==> config.mk <==
export PLATFORM = sky130hd
export DESIGN_NAME = mem_rw_bank_merge
export DESIGN_NICKNAME = d
export VERILOG_FILES = /design/src/rtl/mem_rw_bank_merge.sv
export SDC_FILE = /design/constraint.sdc
export NUM_CORES = 1
export LEC_CHECK = 0
export ABC_AREA = 0
export BUFFER_PORTS_ARGS = -buffer_cell sky130_fd_sc_hd__buf_2
export CORE_AREA = 2 2 129 131
export CTS_CLUSTER_DIAMETER = 50
export DETAILED_ROUTE_END_ITERATION = 7
export DIE_AREA = 0 0 131 133
export PLACE_DENSITY = 0.37
export RECOVER_POWER = 100
export SLEW_MARGIN = 20
export SYNTH_ARGS = -nofsm -noshare
export SYNTH_HDL_FRONTEND = slang
export SYNTH_SLANG_ARGS = --single-unit
==> constraint.sdc <==
create_clock -name clk_i -period 2.35 [get_ports clk_i]
set_clock_uncertainty 0.2 [all_clocks]
set_input_delay 0.1175 -clock clk_i [delete_from_list [all_inputs] [get_ports clk_i]]
set_output_delay 0.1175 -clock clk_i [all_outputs]
set_load 0.05 [all_outputs]
==> src/rtl/mem_rw_bank_merge.sv <==
// Merges a read-side and a write-side memory request port onto one
// single-ported SRAM bank. Round-robin arbitration picks the port. A small
// FIFO remembers which port each grant went to, so the bank's in-order
// responses can be steered back to the right port.
module mem_rw_bank_merge #(
  parameter int unsigned AddrWidth      = 32,
  parameter int unsigned DataWidth      = 32,
  parameter int unsigned MaxOutstanding = 2
) (
  input  logic                             clk_i,
  input  logic                             rst_i,
  input  logic [1:0]                       p_req_i,
  output logic [1:0]                       p_gnt_o,
  input  logic [1:0][AddrWidth-1:0]        p_addr_i,
  input  logic [1:0][DataWidth-1:0]        p_wdata_i,
  input  logic [1:0][DataWidth/8-1:0]      p_strb_i,
  input  logic [1:0][5:0]                  p_atop_i,
  input  logic [1:0]                       p_we_i,
  output logic [1:0]                       p_rvalid_o,
  output logic [1:0][DataWidth-1:0]        p_rdata_o,
  output logic                             bank_req_o,
  input  logic                             bank_gnt_i,
  output logic [AddrWidth-1:0]             bank_addr_o,
  output logic [DataWidth-1:0]             bank_wdata_o,
  output logic [DataWidth/8-1:0]           bank_strb_o,
  output logic [5:0]                       bank_atop_o,
  output logic                             bank_we_o,
  input  logic                             bank_rvalid_i,
  input  logic [DataWidth-1:0]             bank_rdata_i,
  output logic                             err_o
);

  localparam int unsigned PtrWidth = (MaxOutstanding > 1) ? $clog2(MaxOutstanding) : 1;
  localparam int unsigned CntWidth = $clog2(MaxOutstanding + 1);

  // Pointers wrap at MaxOutstanding, which need not be a power of two.
  function automatic logic [PtrWidth-1:0] ptr_inc(input logic [PtrWidth-1:0] p);
    if (p == PtrWidth'(MaxOutstanding - 1)) return '0;
    return p + PtrWidth'(1);
  endfunction

  logic                      rr_q, rr_d;
  logic [PtrWidth-1:0]       wptr_q, wptr_d;
  logic [PtrWidth-1:0]       rptr_q, rptr_d;
  logic [CntWidth-1:0]       cnt_q, cnt_d;
  logic                      err_q, err_d;
  logic [MaxOutstanding-1:0] port_q;

  logic any_req;
  logic sel;
  logic full;
  logic empty;
  logic push;
  logic pop;
  logic head;

  // Arbitration, FIFO status and handshake decode.
  always_comb begin
    any_req = |p_req_i;
    if (p_req_i == 2'b11) sel = rr_q;
    else                  sel = p_req_i[1];
    full  = (cnt_q == CntWidth'(MaxOutstanding));
    empty = (cnt_q == '0);
    push  = any_req & ~full & bank_gnt_i;
    pop   = bank_rvalid_i & ~empty;
    head  = port_q[rptr_q];
  end

  // Next-state for the RR pointer, FIFO pointers/count and sticky error.
  always_comb begin
    rr_d   = rr_q;
    wptr_d = wptr_q;
    rptr_d = rptr_q;
    cnt_d  = cnt_q;
    err_d  = err_q;
    if (push) begin
      rr_d   = ~sel;
      wptr_d = ptr_inc(wptr_q);
    end
    if (pop) rptr_d = ptr_inc(rptr_q);
    case ({push, pop})
      2'b10:   cnt_d = cnt_q + CntWidth'(1);
      2'b01:   cnt_d = cnt_q - CntWidth'(1);
      default: cnt_d = cnt_q;
    endcase
    // A response with nothing outstanding (judged on registered state) is spurious.
    if (bank_rvalid_i && empty) err_d = 1'b1;
  end

  // Control state register.
  always_ff @(posedge clk_i or posedge rst_i) begin
    if (rst_i) begin
      rr_q   <= 1'b0;
      wptr_q <= '0;
      rptr_q <= '0;
      cnt_q  <= '0;
      err_q  <= 1'b0;
    end else begin
      rr_q   <= rr_d;
      wptr_q <= wptr_d;
      rptr_q <= rptr_d;
      cnt_q  <= cnt_d;
      err_q  <= err_d;
    end
  end

  // Grant-tracking storage; contents are only meaningful below the count.
  always_ff @(posedge clk_i) begin
    if (push) port_q[wptr_q] <= sel;
  end

  // Bank-side request mux and port-side grant/response steering.
  always_comb begin
    bank_req_o   = any_req & ~full;
    bank_addr_o  = '0;
    bank_wdata_o = '0;
    bank_strb_o  = '0;
    bank_atop_o  = '0;
    bank_we_o    = 1'b0;
    if (any_req) begin
      bank_addr_o  = p_addr_i[sel];
      bank_wdata_o = p_wdata_i[sel];
      bank_strb_o  = p_strb_i[sel];
      bank_atop_o  = p_atop_i[sel];
      bank_we_o    = p_we_i[sel];
    end
    p_gnt_o         = 2'b00;
    p_gnt_o[sel]    = push;
    p_rvalid_o      = 2'b00;
    p_rvalid_o[head] = pop;
    p_rdata_o[0]    = bank_rdata_i;
    p_rdata_o[1]    = bank_rdata_i;
    err_o           = err_q;
  end

endmodule

== Word level (Yosys, flattened, before mapping) ==
Cells that the tools add are included.
Storage, ports and cells
  register bits after elaboration: 8
  output and inout bits: 145
  input port bits: 188
  memories: 0
  bits in read-only memories: 0
  RAM bits: 0
  bits in latches: 0
  word-level logic and storage cells: 70
Cells by class
  reduce and logical (&&, ||, !) cells: 7
  bitwise logic cells: 8
  muxes and demuxes: 34
  add/subtract/negate cells: 4
  eq/ne operators: 4
  order comparisons: 7
  multipliers: 0
  shift-type cells: 0
  div/mod/pow operators: 0
Operators with widths (number)
  2-to-1 mux 32 bit: 6
  2-to-1 mux 6 bit: 3
  2-to-1 mux 1 bit: 17
  2-to-1 mux 4 bit: 3
  less-than comparator 1 x 2 -> 1 bit, second input constant: 4
  == test 2 bit, second input constant: 3
  AND 2 bit: 2
  logical AND 1 bit: 4
  case mux 2 bit (2 select lines): 1
  AND 1 bit: 3
  demux 1 bit (select 1 bit): 3
  >= comparator 1 bit, second input constant: 3
  inverter 1 bit: 3
  adder 1 bit, second input constant: 2
  adder 2 x 1 -> 2 bit, second input constant: 1
  bitwise mux 2 bit: 1
  == test 2 x 1 -> 1 bit, second input constant: 1
  zero test 2 bit: 1
  nonzero test 2 bit: 1
  OR reduction 2 bit: 1
  subtractor 2 x 1 -> 2 bit, second input constant: 1

== Depth between registers and ports, before layout ==
Gate-level depths: netlist of run 1.
  depth in word-level cells: 7
  depth in mapped cells: 6
  mapped depth without buffers: 6

== Least setup slack after synthesis of run 1 ==
OpenSTA, ideal clock, no wires.
  kind: flip-flop to flip-flop
  start: register cnt_q[0]
  end: register cnt_q[1]
  arrival time: 1.416 ns
  data required time: 2.071 ns
  path slack: 0.655 ns
  buffers on the path: 0
  cell stages (with the launch flop): 6
  library setup time: 0.079 ns
  clock period less this slack: 1.695 ns
  cell sequence: dfrtp_1 -> o21ai_0 -> inv_1 -> ha_1 -> nor2_1 -> xor2_1
On the way
  elaborated cells between the ends (all ways): 13
  those cells by class: 2 x add/sub; 3 x eq/ne; 1 x mux; 5 x bitwise; 2 x reduce/logical
RTL lines
  start: declaration: RTL line 45  | logic [CntWidth-1:0] cnt_q, cnt_d;
  start signal: assignment: RTL line 102  | cnt_q <= cnt_d;
  zero test 2 bit (*): RTL line 63  | empty = (cnt_q == '0);
  inverter 1 bit (*): RTL line 65  | pop = bank_rvalid_i & ~empty;
  AND 1 bit (*): RTL line 65
  via pop: RTL line 54  | logic pop;
  == test 2 x 1 -> 1 bit or == test 2 bit (tied branches): RTL line 81  | case ({push, pop})
  case mux 2 bit (2 select lines) or nonzero test 2 bit (tied branches)
The timed path passes the listed nets; every way through them passes the cells marked *.
A chain may end at the register's enable or synchronous reset.

== Worst setup path after layout of run 1 ==
  start: register rr_q
  end: output bank_wdata_o[5]
On the way
  cells in the longest elaborated chain, start to end: 4
RTL lines
  start: declaration: RTL line 42  | logic rr_q, rr_d;
  start signal: assignment: RTL line 99  | rr_q <= rr_d;
  2-to-1 mux 1 bit: RTL line 60  | if (p_req_i == 2'b11) sel = rr_q;
  2-to-1 mux 32 bit (not written as such) (2 in a row): RTL line 122  | bank_wdata_o = p_wdata_i[sel];
  2-to-1 mux 32 bit: RTL line 120  | if (any_req) begin
  end: declaration: RTL line 24  | output logic [DataWidth-1:0] bank_wdata_o,
No other way between the ends. The select of a mux whose other input is x is not followed.

==> results.cfg, run 1 <==
[detailed_routing]
dr.pass1.iters = 4
wirelength_um = 7280
via_per_inst = 3.67
antenna_left = 0
wl_per_cell_um = 12.6
drtIter0Drc = 84
vias = 2123
drc = 0

[outcome]
status = complete, no violations

[layout]
nFillCells = 1838
n_antenna_cell = 0
nets = 548
final_area_um2 = 2670
drive_gt1_share_pct = 67.0
syn_to_final_growth_pct = 63.9
utilization_pct = 16.5

[sta]
relSlewSlack_pct = 58.8
tns_ns = 0
worst_pin_slew_ns = 0.621
fin_crit_sh_pct = 90.2
layout_setup_ws_ns = 0.230
finalSetupViolCount = 0
drv_slew = 0
hold_viol_final = 0
rsz0062_at_grt = no
timing.fmax_mhz = 472
min_period_ns = 2.12

[critical_path]
reg2regPathDepth = 5
end_kind = output port
rr_startpoint = cnt_q[0]
worstSetupStartpointType = flop
rr_endpoint = cnt_q[1]
cp_max_fo = 44
worstPathArrival_ns = 1.80
worstPathRequired_ns = 2.03
reg2reg_slack_ns = 0.55
worstSetupPathType = flop to output port

[pwr]
ir_drop_mv = 0.225
p_per_area_nw_per_um2 = 904
fin_total_pwr_mw = 2.42
p_leak_nw = 1.50

[clock_tree]
post_cts_buffers = 0
cts_buffer_depth = 2
worstSkewPairLatency_ns = 0.23
clockRootBuffer = clkbuf_16
cts_buffers = 3
cts_tree = done
cts_max_level = 1
clock-sinks = 8
path_clk_slew_ns = 0.04
ctsResizeCount = 0

[die]
die-area_um2 = 17400
core_um2 = 16200
die_h_um = 133
die_w_um = 131
io_pins = 333
row_count = 47
start_util_pct = 10.1

[yosys]
ys_warn_count = 0
synth_fp_nets = 380
synth_area_um2 = 1630
ys_seq_elements = 8
syn_avg_cell_area_um2 = 8.54
ys_types = 21
synthCells = 191
seq_area_frac_synth_pct = 12.9

[placed_design]
io_buffers = 236
gp_congestion = 0.795
postPlaceCellArea_um2 = 2600
pre_cts_slack_ns = 0.528
dp_hpwl_um = 6050

[job]
drv_cap = 0

[global_routing]
grt_max_degree = 79
first_global_vias = 2008
overflow = 0
grt_pass1_wl_um = 9900
antenna_found_initial = 0
grt_usage_pct = 7.18

[hold_path]
whs_path_depth = 2
whs_endpoint = rr_q
min-delay-start = p_req_i[1]
hold_path.class = primary input to flop
[report_power, final]
group          leakage (nW)  internal, mW  switching [mW]  total (mW)
Clock                0.0382         0.226          0.0682       0.294
Sequential           0.0852         0.200          0.0541       0.255
Combinational          1.37         0.529            1.34        1.87
[timing repair]
action | 4_1_cts | 5_1_grt
hold endpoints to repair | 8 | 0
hold buffers | 3 | 0
endpoints found under the setup margin | 0 | 0
[cells in the final DEF (no fill, tap or decap), types with 2 or more instances in the layout]
cell           synthesis  routed
xnor2_1                4       4
edfxtp_1               2       2
nor2_1                 5       5
clkbuf_16              0       3
inv_1                  4       4
a21boi_4               0       2
dlygate4sd3_1          0       3
buf_2                 11     156
clkbuf_1               0       6
a22o_1                75      75
dfrtp_1                6       6
clkbuf_2               0      76
and3_1                 2       2
[worst max-delay path, stage by stage (launching register included)]
cell      delay [ns]
dfrtp_1         0.43
a21boi_4        0.15
clkbuf_4        0.45
a22o_1          0.22
clkbuf_2        0.30
[cell usage after synthesis]
master / count / area share (%)
buf_2: 11 / 3.4
a31oi_1: 1 / 0.38
and3_1: 2 / 0.77
a22o_1: 75 / 40
mux2i_1: 1 / 0.61
ha_1: 1 / 0.77
a21o_1: 1 / 0.46
xnor2_1: 4 / 2.1
a41oi_1: 1 / 0.54
xor2_1: 1 / 0.54
nor2_1: 5 / 1.2
edfxtp_1: 2 / 3.7
inv_1: 4 / 0.92
o211ai_1: 1 / 0.46
nand2b_1: 1 / 0.38
o21ai_0: 1 / 0.31
a21boi_2: 2 / 1.4
buf_4: 69 / 32
o21a_1: 1 / 0.46
dfrtp_1: 6 / 9.2
nor2b_1: 1 / 0.38
[cell type report]
| type | instances | area, um2 | share of cell area [%] |
|---|---|---|---|
| sequential | 8 | 210 | 7.87 |
| tap | 220 | 275 | 10.3 |
| clock buffer | 4 | 78.8 | 2.95 |
| inverter | 4 | 15.0 | 0.562 |
| multi-input combinational | 99 | 847 | 31.7 |
| timing repair buffer | 243 | 1240 | 46.6 |
[through the flow]
stage / instances / hold WS [ns]
2_1_floorplan: 191 / -0.292
3_3_place_gp: 571 / -0.140
3_5_place_dp: 571 / -0.147
4_1_cts: 578 / 0.0246
5_1_grt: 578 / 0.0351
6_report: 578 / 0.0147
[state kept, by name, indices dropped and copies added (netlist names)]
register,flops
err_o,1
wptr_q,1
port_q,2
rptr_q,1
rr_q,1
cnt_q,2
[metal layers]
metal	part of all wire, %	up-vias	global-route usage (%)
li1	-	990	-
met1	37	945	7.19
met2	50	154	13.4
met3	9.9	34	1.70
met4	3.4	0	3.84
met5	0	-	0
[cells by family (layout without fill, tap and decap cells)]
kind of cell,count (synthesis),in the layout,synth area share (%)
flops,8,8,12.9
fa+ha+maj,1,1,0.767
xor+xnor,5,5,2.69
buf+inv,84,251,36.1
compound gates,83,83,44.3
simple gates,9,9,2.69
mux,1,1,0.614
[worst max path at each step]
| stage | startpoint | to | slack, ns | cells after the start |
|---|---|---|---|---|
| 5_1_grt | rr_q | bank_wdata_o[5] | 0.12 | 4 |
| 2_1_floorplan | cnt_q[0] | cnt_q[1] | 0.65 | 5 |
| 4_1_cts | rr_q | bank_addr_o[13] | 0.26 | 5 |
| 3_5_place_dp | rr_q | bank_addr_o[13] | 0.53 | 5 |
| 6_report | rr_q | bank_wdata_o[5] | 0.23 | 4 |
| 3_3_place_gp | rr_q | bank_addr_o[13] | 0.56 | 5 |
Power figures use the tool's default switching activity.
==> run 2: changes to the inputs <==
--- a/config.mk
+++ b/config.mk
@@ -5,13 +5,13 @@
 export SDC_FILE = /design/constraint.sdc
 export NUM_CORES = 1
 export LEC_CHECK = 0
-export ABC_AREA = 0
+export ABC_AREA = 1
 export BUFFER_PORTS_ARGS = -buffer_cell sky130_fd_sc_hd__buf_2
-export CORE_AREA = 2 2 129 131
+export CORE_AREA = 2 2 130 132
 export CTS_CLUSTER_DIAMETER = 50
 export DETAILED_ROUTE_END_ITERATION = 7
-export DIE_AREA = 0 0 131 133
-export PLACE_DENSITY = 0.37
+export DIE_AREA = 0 0 132 134
+export PLACE_DENSITY = 0.39
 export RECOVER_POWER = 100
 export SLEW_MARGIN = 20
 export SYNTH_ARGS = -nofsm -noshare
==> results.cfg, run 2 <==
[yosys]
syn_avg_cell_area_um2 = 5.56
ys_types = 19
yosysMostFrequentCell = nand2_1
synthMuxAreaShare_pct = 0
synth_compound_area_share_pct = 0.920
synthFlopType = dfrtp_1
synth-edff-count = 2
synth_area_leaders = nand2_1 (28%), buf_4 (25%), nand3_1 (19%)
synthCells = 367
synth_top_area_share_pct = 27.8
ys_warn_count = 0
synth_fp_nets = 556
synthTopCellsByCount = nand2_1 (151), nand3_1 (78), buf_4 (68), inv_1 (13), buf_2 (12)
ys_seq_elements = 8
synth_area_um2 = 2040
synth_fa_ha_area_share_pct = 0.613
synth_xor_area_share_pct = 0.859
async_reset_ff_share_pct = 75.0
yosys.area_share.simple_pct = 52.9
yosysTopAreaCell = nand2_1
synth_top_family_by_area = simple AND/OR/NAND/NOR gates
seq_area_frac_synth_pct = 10.3

[layout]
final_common_cell = buf_2
nets = 717
drive_gt1_share_pct = 40.2
syn_to_final_growth_pct = 45.2
final_cell_mix = buf_2 (155), nand2_1 (152), nand3_1 (78)
n_antenna_cell = 0
top_regs = cnt_q (2), port_q (2)

[critical_path]
path_common_cell = nand2_1
cp_max_fo = 45
reg2regPathDepth = 7
worstSetupPathType = flop to output port
worstPathRequired_ns = 2.03
worstPathArrival_ns = 1.79
critPathCapture = bank_wdata_o[14]
worstSetupStartpointType = flop
crit_slowest_cell = clkbuf_1
reg2reg_slack_ns = 0.57
critical-path-max-stage-delay_ns = 0.49
path_cells = inv_1, nand2_2, nand2_1, buf_12, nand3_1, nand2_1, clkbuf_1
rr_endpoint = cnt_q[1]
crit_start = rr_q
end_kind = output port
rr_startpoint = cnt_q[0]

[placed_design]
gp_congestion = 0.752
io_buffers = 236
pre_cts_slack_ns = 0.575
dp_hpwl_um = 6100

[pwr]
ir_drop_mv = 0.290
p_int_uw = 821
p_sw_mw = 1.37
power_switching_share_pct = 62.6
p_comb_share_pct = 76.0
p_leak_nw = 1.78
clockPowerShare_pct = 13.3
p_per_area_nw_per_um2 = 741
p_seq_share_pct = 10.7

[global_routing]
grt_usage_pct = 7.76
overflow = 0
grt_pass1_wl_um = 11800
grt_max_degree = 46
antenna_found_initial = 0
first_global_vias = 2411

[job]
drv_cap = 0

[clock_tree]
worstSkewPairLatency_ns = 0.23
cts_buffers = 3
post_cts_buffers = 0
cts_buffer_depth = 2
path_clk_slew_ns = 0.04
clockRootBuffer = clkbuf_16
cts_tree = done
cts_max_level = 1
clock-sinks = 8

[die]
die-area_um2 = 17700
row_count = 47
start_util_pct = 12.5
die_h_um = 134
io_pins = 333
core_um2 = 16300
die_w_um = 132

[sta]
timing.fmax_mhz = 476
worst_pin_slew_ns = 0.635
min_period_ns = 2.10
fin_crit_sh_pct = 89.5
relSlewSlack_pct = 57.8
layout_setup_ws_ns = 0.247
drv_slew = 0
tns_ns = 0
finalSetupViolCount = 0
hold_viol_final = 0
rsz0062_at_grt = no

[detailed_routing]
via_per_inst = 3.67
wirelength_um = 7700
dr.pass1.iters = 4
drc = 0
vias = 2739
drtIter0Drc = 108
wl_per_cell_um = 10.3
antenna_left = 0

[outcome]
status = complete, no violations

[hold_path]
hold_path.class = primary input to output port
[run 2: repair_timing]
| item | 4_1_cts | 5_1_grt |
|---|---|---|
| endpoints found under the hold margin | 8 | 0 |
| hold buffers | 3 | 0 |
| resized for setup | 0 | 0 |
[run 2: worst max-delay path, delay by kind of cell, from the launching register on]
family                 cells  cell delay, ns
DFF                        1            0.38
buffers and inverters      3            0.79
and+or+nand+nor            4            0.35
[run 2: power by group through the flow]
stage	clock [mW]	sequential, mW	combinational (mW)
after CTS	0.296	0.236	1.72
after floorplan	0	0.229	1.60
final	0.292	0.236	1.67
after global placement	0	0.238	1.73
after detailed placement	0	0.236	1.71
after global routing	0.312	0.243	1.80
[run 2: metal layers]
layer | vias up | part of all wire [%] | global-route usage (%)
met4 | 0 | 1.8 | 1.99
met2 | 137 | 49 | 14.0
met1 | 1172 | 40 | 9.07
met5 | - | 0 | 0
li1 | 1411 | - | -
met3 | 19 | 8.5 | 2.12
[run 2: through the flow]
stage / instances / area (um2) / hold WS (ns) / util (%) / total power, mW
after detailed placement: 740 / 2920 / -0.136 / 17.9 / 1.95
final: 747 / 2960 / 0.0350 / 18.2 / 2.19
after floorplan: 367 / 2040 / -0.292 / - / 1.82
after global routing: 747 / 2960 / 0.0351 / 18.2 / 2.35
after global placement: 740 / 2920 / -0.129 / 17.9 / 1.97
after CTS: 747 / 3030 / 0.0355 / 18.6 / 2.25
[run 2: how the worst min path moves through the flow]
stage | depth (start not counted) | end | startpoint
global route | 0 | p_rdata_o[4] | bank_rdata_i[4]
finish | 0 | p_rdata_o[5] | bank_rdata_i[5]
global placement | 2 | rptr_q | rst_i
floorplan | 1 | cnt_q[0] | rst_i
CTS | 0 | p_rdata_o[28] | bank_rdata_i[28]
detailed placement | 2 | err_o | rst_i
[run 2: layout make-up]
class,instances,area [um2]
fill,1903,13300
timing repair buffer,245,1220
multi-input combinational,256,1120
tap,220,275
sequential,8,210
clock buffer,4,78.8
inverter,14,52.6
[run 2: cell families (layout without fill, tap and decap cells)]
logic type	after synthesis	after routing
compound gates	3	3
xor+xnor	2	2
fa+ha+maj	1	1
buf+inv	103	263
flops	8	8
simple gates	250	250
